**config.mk**
```make
export PLATFORM = sky130hd
export DESIGN_NAME = lc3_mem_access_ctrl
export DESIGN_NICKNAME = d
export VERILOG_FILES = /design/src/rtl/lc3_mem_access_ctrl_pkg.sv /design/src/rtl/lc3_mem_access_ctrl_acv_check.sv /design/src/rtl/lc3_mem_access_ctrl.sv
export SDC_FILE = /design/constraint.sdc
export NUM_CORES = 1
export LEC_CHECK = 0
export ABC_CLOCK_PERIOD_IN_PS = 1450
export CORE_MARGIN = 4
export CORE_UTILIZATION = 36
export CTS_CLUSTER_SIZE = 28
export DETAILED_ROUTE_END_ITERATION = 10
export PLACE_DENSITY_LB_ADDON = 0.05
export SLEW_MARGIN = 20
export SYNTH_ARGS = -nofsm -noshare
export SYNTH_HDL_FRONTEND = slang
export SYNTH_SLANG_ARGS = --single-unit
export TNS_END_PERCENT = 10
```
**constraint.sdc**
```tcl
create_clock -name CLK -period 1.45 [get_ports CLK]
set_input_delay 0.29 -clock CLK [delete_from_list [all_inputs] [get_ports CLK]]
set_output_delay 0.29 -clock CLK [all_outputs]
set_load 0.005 [all_outputs]
```
**src/rtl/lc3_mem_access_ctrl_pkg.sv**
```systemverilog
// LC-3 memory-access sequencer shared definitions: opcodes, FSM states,
// default user-space window and opcode classification helpers.
package lc3_pkg;

    localparam logic [3:0] OP_LD  = 4'h2;
    localparam logic [3:0] OP_ST  = 4'h3;
    localparam logic [3:0] OP_LDR = 4'h6;
    localparam logic [3:0] OP_STR = 4'h7;
    localparam logic [3:0] OP_LDI = 4'hA;
    localparam logic [3:0] OP_STI = 4'hB;

    localparam logic [15:0] USER_LO_DEFAULT = 16'h3000;
    localparam logic [15:0] USER_HI_DEFAULT = 16'hFDFF;

    typedef enum logic [2:0] {
        IDLE   = 3'd0,
        ADDR   = 3'd1,
        IND    = 3'd2,
        ACCESS = 3'd3,
        FIN    = 3'd4
    } mem_state_t;

    function automatic logic is_mem_op(input logic [3:0] op);
        case (op)
            OP_LD, OP_ST, OP_LDR, OP_STR, OP_LDI, OP_STI: is_mem_op = 1'b1;
            default:                                      is_mem_op = 1'b0;
        endcase
    endfunction

    function automatic logic is_load_op(input logic [3:0] op);
        case (op)
            OP_LD, OP_LDR, OP_LDI: is_load_op = 1'b1;
            default:               is_load_op = 1'b0;
        endcase
    endfunction

    function automatic logic is_ind_op(input logic [3:0] op);
        case (op)
            OP_LDI, OP_STI: is_ind_op = 1'b1;
            default:        is_ind_op = 1'b0;
        endcase
    endfunction

endpackage

```
**src/rtl/lc3_mem_access_ctrl_acv_check.sv**
```systemverilog
// Combinational user-space window compare used by the access-violation build.
module lc3_mem_acv_check
    import lc3_pkg::*;
#(
    parameter int                ADDR_W  = 16,
    parameter logic [ADDR_W-1:0] USER_LO = ADDR_W'(USER_LO_DEFAULT),
    parameter logic [ADDR_W-1:0] USER_HI = ADDR_W'(USER_HI_DEFAULT)
) (
    input  logic [ADDR_W-1:0] addr,
    output logic              in_range
);

    // Inclusive window test on the final (post-indirection) address.
    always_comb begin
        in_range = 1'b0;
        if ((addr >= USER_LO) && (addr <= USER_HI)) begin
            in_range = 1'b1;
        end else begin
            in_range = 1'b0;
        end
    end

endmodule

```
**src/rtl/lc3_mem_access_ctrl.sv**
```systemverilog
// LC-3 data-memory access sequencer: IDLE -> ADDR -> [IND] -> ACCESS -> FIN.
// Optional feature: define LC3_MEM_ACV_EN to enable user-mode access-violation
// checking (keeps a shadow copy of MAR); otherwise ACV is tied low.
module lc3_mem_access_ctrl
    import lc3_pkg::*;
#(
    parameter int                ADDR_W  = 16,
    parameter int                DATA_W  = 16,
    parameter logic [ADDR_W-1:0] USER_LO = ADDR_W'(USER_LO_DEFAULT),
    parameter logic [ADDR_W-1:0] USER_HI = ADDR_W'(USER_HI_DEFAULT)
) (
    input  logic              CLK,
    input  logic              RST_N,
    input  logic              START,
    input  logic [3:0]        OPCODE,
    input  logic [ADDR_W-1:0] EA,
    input  logic [DATA_W-1:0] SR_DATA,
    input  logic              PRIV_USER,
    input  logic [DATA_W-1:0] MEM_DATA,
    output logic [ADDR_W-1:0] Y_OUT,
    output logic              MAR_LE,
    output logic              MAR_CONTROL,
    output logic              WE,
    output logic [DATA_W-1:0] WR_DATA,
    output logic [DATA_W-1:0] LOAD_DATA,
    output logic              LOAD_VALID,
    output logic              BUSY,
    output logic              DONE,
    output logic              ACV
);

    mem_state_t        state_r, state_nxt_s;
    logic [3:0]        opcode_r;
    logic [ADDR_W-1:0] y_out_r;
    logic [DATA_W-1:0] wr_data_r;
    logic [DATA_W-1:0] load_data_r;
    logic              acv_r;
    logic              acv_hit_s;

`ifdef LC3_MEM_ACV_EN
    logic [ADDR_W-1:0] mar_shadow_r;
    logic              in_range_s;

    // Mirror the external MAR so the final address can be range-checked.
    always_ff @(posedge CLK or negedge RST_N) begin
        if (!RST_N) begin
            mar_shadow_r <= {ADDR_W{1'b0}};
        end else if (state_r == ADDR) begin
            mar_shadow_r <= y_out_r;
        end else if (state_r == IND) begin
            mar_shadow_r <= MEM_DATA[ADDR_W-1:0];
        end
    end

    lc3_mem_acv_check #(
        .ADDR_W  (ADDR_W),
        .USER_LO (USER_LO),
        .USER_HI (USER_HI)
    ) u_acv_check (
        .addr     (mar_shadow_r),
        .in_range (in_range_s)
    );

    assign acv_hit_s = (state_r == ACCESS) && PRIV_USER && !in_range_s;
`else
    logic unused_acv_s;
    assign unused_acv_s = PRIV_USER ^ (|USER_LO) ^ (|USER_HI);
    assign acv_hit_s    = 1'b0;
`endif

    // State register.
    always_ff @(posedge CLK or negedge RST_N) begin
        if (!RST_N) begin
            state_r <= IDLE;
        end else begin
            state_r <= state_nxt_s;
        end
    end

    // Next-state sequencing; non-memory opcodes skip straight to FIN.
    always_comb begin
        state_nxt_s = state_r;
        case (state_r)
            IDLE: begin
                if (START) begin
                    state_nxt_s = is_mem_op(OPCODE) ? ADDR : FIN;
                end else begin
                    state_nxt_s = IDLE;
                end
            end
            ADDR:    state_nxt_s = is_ind_op(opcode_r) ? IND : ACCESS;
            IND:     state_nxt_s = ACCESS;
            ACCESS:  state_nxt_s = FIN;
            FIN:     state_nxt_s = IDLE;
            default: state_nxt_s = IDLE;
        endcase
    end

    // Strobes decoded from the state register so reset removes them at once.
    always_comb begin
        MAR_LE      = 1'b0;
        MAR_CONTROL = 1'b0;
        WE          = 1'b0;
        DONE        = 1'b0;
        LOAD_VALID  = 1'b0;
        ACV         = 1'b0;
        BUSY        = (state_r != IDLE);
        case (state_r)
            ADDR: MAR_LE = 1'b1;
            IND: begin
                MAR_LE      = 1'b1;
                MAR_CONTROL = 1'b1;
            end
            ACCESS: WE = is_mem_op(opcode_r) && !is_load_op(opcode_r) && !acv_hit_s;
            FIN: begin
                DONE       = 1'b1;
                LOAD_VALID = is_load_op(opcode_r) && !acv_r;
                ACV        = acv_r;
            end
            default: begin
                MAR_LE = 1'b0;
            end
        endcase
    end

    // Operand capture on accept, load capture in ACCESS, violation flag for FIN.
    always_ff @(posedge CLK or negedge RST_N) begin
        if (!RST_N) begin
            opcode_r    <= 4'h0;
            y_out_r     <= {ADDR_W{1'b0}};
            wr_data_r   <= {DATA_W{1'b0}};
            load_data_r <= {DATA_W{1'b0}};
            acv_r       <= 1'b0;
        end else begin
            case (state_r)
                IDLE: begin
                    acv_r <= 1'b0;
                    if (START) begin
                        opcode_r  <= OPCODE;
                        y_out_r   <= EA;
                        wr_data_r <= SR_DATA;
                    end
                end
                ACCESS: begin
                    acv_r <= acv_hit_s;
                    if (is_load_op(opcode_r) && !acv_hit_s) begin
                        load_data_r <= MEM_DATA;
                    end
                end
                default: begin
                    acv_r <= acv_r;
                end
            endcase
        end
    end

    assign Y_OUT     = y_out_r;
    assign WR_DATA   = wr_data_r;
    assign LOAD_DATA = load_data_r;

endmodule

```
After elaboration in Yosys (flattened, before gate mapping)
Index checks and enable logic that the tools add are counted.
Widths: inputs -> output; s select.
{"block": "totals", "register_bits": 55, "inputBits": 56, "out_inout_bits": 55}
{"block": "classes", "n_eq_ne": 16, "mux": 18, "n_reduce_logical": 11}
{"operator": "$eq 4x2->1 const B", "n": 4}
{"operator": "$eq 4x3->1 const B", "n": 4}
{"operator": "$eq 4x4->1 const B", "n": 4}
{"operator": "$mux 1", "n": 15}
{"operator": "$pmux 3 s4", "n": 1}
{"operator": "$reduce_or 6->1", "n": 2}
{"operator": "$eq 3x2->1 const B", "n": 2}
{"operator": "$mux 3", "n": 2}
{"operator": "$reduce_and 2->1", "n": 2}
{"operator": "$reduce_or 2->1", "n": 2}
{"operator": "$eq 3x1->1 const B", "n": 1}
{"operator": "$eq 3x3->1 const B", "n": 1}
{"operator": "$logic_not 3->1", "n": 1}
{"operator": "$reduce_bool 3->1", "n": 1}
{"operator": "$reduce_or 3->1", "n": 1}
{"operator": "$logic_and 1x1->1", "n": 1}
{"operator": "$logic_not 1->1", "n": 1}

Logic depth before layout (Yosys ltp)
{"block": "logic_depth", "ltp_word": 8, "mapped_depth": 6}

Worst setup path after synthesis
OpenSTA, ideal clock, no wires.
{"block": "synth_timing", "path_type": "reg2reg", "start": "register state_r[2]", "end": "register load_data_r[10], in the netlist LOAD_DATA[10]", "setup_ns": 0.125, "t_arrival_ns": 1.412, "required_ns": 1.325, "path_slack_ns": -0.087, "stages_incl_launch_ff": 6, "n_path_buf": 2, "synth_period_minus_slack_ns": 1.537, "cell_sequence": "dfrtp_1 > buf_2 > nand3b_4 > nor3_4 > buf_12 > mux2_4"}
{"block": "synth_via", "elab_chain_cells": 2}
{"element": "start, declared", "line_no": "lc3_mem_access_ctrl.sv:32", "source": "mem_state_t state_r, state_nxt_s;"}
{"element": "start signal, assigned", "line_no": "lc3_mem_access_ctrl.sv:76", "source": "state_r <= state_nxt_s;"}
{"element": "$eq 3x2->1", "line_no": "lc3_mem_access_ctrl.sv:135", "source": "case (state_r)"}
{"element": "$reduce_and 2->1 (no source line)"}
{"element": "end signal, assigned", "line_no": "lc3_mem_access_ctrl.sv:132", "source": "load_data_r <= {DATA_W{1'b0}};"}
{"element": "end, declared", "line_no": "lc3_mem_access_ctrl.sv:36", "source": "logic [DATA_W-1:0] load_data_r;"}
Every way passes these cells.
A chain may end at the register's enable or synchronous reset.

Final worst setup path
{"block": "layout_timing", "start": "register state_r[2]", "end": "register opcode_r[1]"}
{"block": "layout_via", "elab_chain_cells": 2}
{"element": "$logic_not 3->1", "line_no": "lc3_mem_access_ctrl.sv:135"}
{"element": "$reduce_and 2->1 (no source line)"}
{"element": "end signal, assigned", "line_no": "lc3_mem_access_ctrl.sv:129", "source": "opcode_r <= 4'h0;"}
{"element": "end signal, assigned", "line_no": "lc3_mem_access_ctrl.sv:139", "source": "opcode_r <= OPCODE;"}
{"element": "end, declared", "line_no": "lc3_mem_access_ctrl.sv:33", "source": "logic [3:0] opcode_r;"}
Every way passes these cells.

==> summary.md <==
| Metric | Value |
|---|---|
| Setup Viol. Count Final | 59 |
| Reg area | roughly 1400 um2 |
| Syn_area_per_cell | around 16 um2 |
| DPL Wire Length | around 3800 um |
| Final Cell Area | 3820 um2 |
| Initial DRC count | 36 |
| Synthesized area | 2260 um2 |
| Overflow after GRT | 0 |
| Peak supply drop | around 960 uV |
| Ys async rst share | between 90% and 100% |
| Die height | 87.2 um |
| H-tree levels | 2 |
| Number of synthesized flops with an enable pin | 0 |
| Fmax | around 590 MHz |
| Part of the Yosys area used for sequential elements | 61.0% |
| Post-route clock skew | 0.00525 ns |
| Initial core utilization | a little under two fifths |
| Power per cell area | between 1500 and 2000 nW/um2 |
| Dpl cell area | 3540 um2 |
| Syn Inst Count | 139 |
| Critical path fanouts, max | 13 |
| CTS tree | built |
| GP Congestion | 0.765 |
| Yosys reg bits | 55 |
| Commonest non-fill, non-tap cells in the layout | 55 x dfrtp_1, 53 x clkdlybuf4s50_1, 45 x dlygate4sd2_1 |
| DR DRC count | 0 |
| CORE AREA | approximately 6000 um2 |
| Synth Warn # | 0 |
| Area grow syn2layout | 69.2% |
| Combinational power share | 52.1% |
| Final WS setup | -0.239 ns |
| RSZ-0062 raised after global routing | yes |
| Final period util | 116% |
| Register share of total power | a little over a third |
| 1st-pass router iterations | 4 |
| CTS buffer count | 5 |
| CP startpoint kind | flop |
| Largest net degree at the start of global routing | 56 |
| Total Negative Setup Slacks | -10.27 ns |
| IO buf count | ~110 |
| WP data arrival | 1.88 ns |
| Reg2reg start | state_r[2] |
| Syn Nets | between 150 and 200 |
| Pins Over Slew Limit | 0 |
| Root buf cell | clkbuf_8 |
| Synth top area share | between 60% and 70% |
| Area of the die | 7600 um2 |
| Initial antenna violation count | 0 |
| Worst skew pair latency | around 0.30 ns |
| Layout Cells excl Fill | between 300 and 400 |
| Hold Crit Class | in2async |
| Top Ports | about 110 |
| Internal Dissipation | roughly 5.3 mW |
| Crit path time final | 1.69 ns |
| Final hold viol count | 0 |
| Max-cap violations | 0 |
| Ys flop type | dfrtp_1 |
| Worst setup EP type | flop |
| Number of routed nets with antenna violations | 0 |
| Synth cell types | 27 |
| Vias in the first global route | 1691 |
| Sw Ratio | between 20% and 30% |
| Clk buf depth | 2 |
| Die width | 87.2 um |
| # diodes | 0 |
| Final-stage net count | 333 |
| Clock power share | between 10% and 20% |
| CP startpoint | state_r[2] |
| Most common library cell in the layout ignoring fill and taps | dfrtp_1 |
| Failing checks | negative setup slack |
| Area contributors post-synth | dfrtp_1 61%, mux2_2 19%, mux2_4 6.7%, buf_6 1.5%, mux2_1 1.0% |
| WS Path Type | reg2reg |
| Post-synth top area cell | dfrtp_1 |
| Required time worst endpoint | between 1.5 and 2 ns |
| Vias per Instance | around 4.5 |
| First-pass GRT wire length | roughly 8000 um |
| Via count | approximately 1600 |
| Hold_ws | approximately 0.5 ns |
| Area occupied by multi-input gates | about 930 um2 |
| Switch Pwr | ~2.1 mW |
| # fillers | about 500 |
| Placed cells | roughly 330 |
| Row cnt | 28 |
| Clk sinks | 55 |
| Share of cells above drive strength 1 | between 30% and 40% |
| Leakage | 1.82 nW |
| GR Util All Layers | a little over an eighth |
| CTS clock-pin slew for the worst setup and hold paths | around 0.09 ns |
| DP Worst Slack | -0.360 ns |
| WL final | ~5500 um |
| Outcome | complete, but fails checks |
| WL per Instance | roughly 16 um |
[through the flow]
stage / power, mW / utilization [%]
global placement: 6.33 / 59.0
global route: 7.86 / 63.7
floorplan: 4.23 / -
detailed placement: 6.39 / 59.0
finish: 7.37 / 63.7
CTS: 7.04 / 61.3
[layout make-up]
type                    instances  area share (%)
inverters                       2           0.197
flip-flops and latches         55            36.1
clock inverters                 1           0.131
multi-input cells              74            24.4
clock buffers                   6            2.16
repair buffers                139            34.6
well taps                      75            2.46
[path summary, 6_finish.rpt]
path,end,slack (ns),depth (start not counted)
max,opcode_r[1],-0.24,5
min reg2reg,Y_OUT[13],0.50,1
min in group CLK,Y_OUT[13],0.50,1
min,state_r[1],0.49,3
max reg2reg,opcode_r[1],-0.24,5
max in group asynchronous,Y_OUT[10],0.69,3
[kinds of logic (layout without fill, tap and decap cells)]
kind of cell              count (synthesis)  after routing  share of synthesized area, %
AOI/OAI and AO/OA                         5              5                          1.83
other                                     1              1                         0.166
and+or+nand+nor                          16             16                          5.66
muxes                                    51             51                          27.1
buffers and inverters                    10            148                          3.83
xor gates and xnor gates                  1              1                         0.388
DFF                                      55             55                          61.0
[synth_stat cells, drive strengths merged (2+ instances only)]
| cell type | number |
|---|---|
| nand2 | 2 |
| dfrtp | 55 |
| o21ai | 2 |
| inv | 2 |
| mux2 | 51 |
| nor2 | 3 |
| nor3b | 2 |
| nor3 | 2 |
| a21bo | 2 |
| buf | 8 |
[registers in the layout, summed over array words and instances, names as in the netlist]
| name | count |
|---|---|
| Y_OUT | 16 |
| WR_DATA | 16 |
| LOAD_DATA | 16 |
| state_r | 3 |
| opcode_r | 4 |
[metal layers]
layer,routed length [um],global-route usage (%),vias to the layer above
met1,2220,15.8,776
met3,438,5.58,2
met4,20,2.51,0
li1,-,-,754
met2,2860,24.2,58
met5,0,0,-
[power by group through the flow]
stage / sequential [mW] / clock (mW) / combinational [mW]
after CTS: 2.69 / 0.880 / 3.48
after detailed placement: 2.73 / 0 / 3.66
after global placement: 2.72 / 0 / 3.62
after floorplan: 2.79 / 0 / 1.43
after global routing: 2.80 / 0.945 / 4.12
final: 2.70 / 0.832 / 3.84
[what timing repair did]
item | in CTS | in global routing
endpoints found under the setup margin | 103 | 63
resized for setup | 73 | 37
hold buffers | 1 | 0
hold endpoints to repair | 55 | 0
buffers inserted | 8 | 1
pin swaps | 2 | 1
gates cloned | 1 | 1
[critical path, stage by stage (launching register included)]
cell and delay [ns]:
dfrtp_1 0.43, buf_4 0.18, nor4b_4 0.28, buf_6 0.17
clkbuf_16 0.19, mux2_2 0.33
Note: power is estimated with default switching activity, not from simulation.
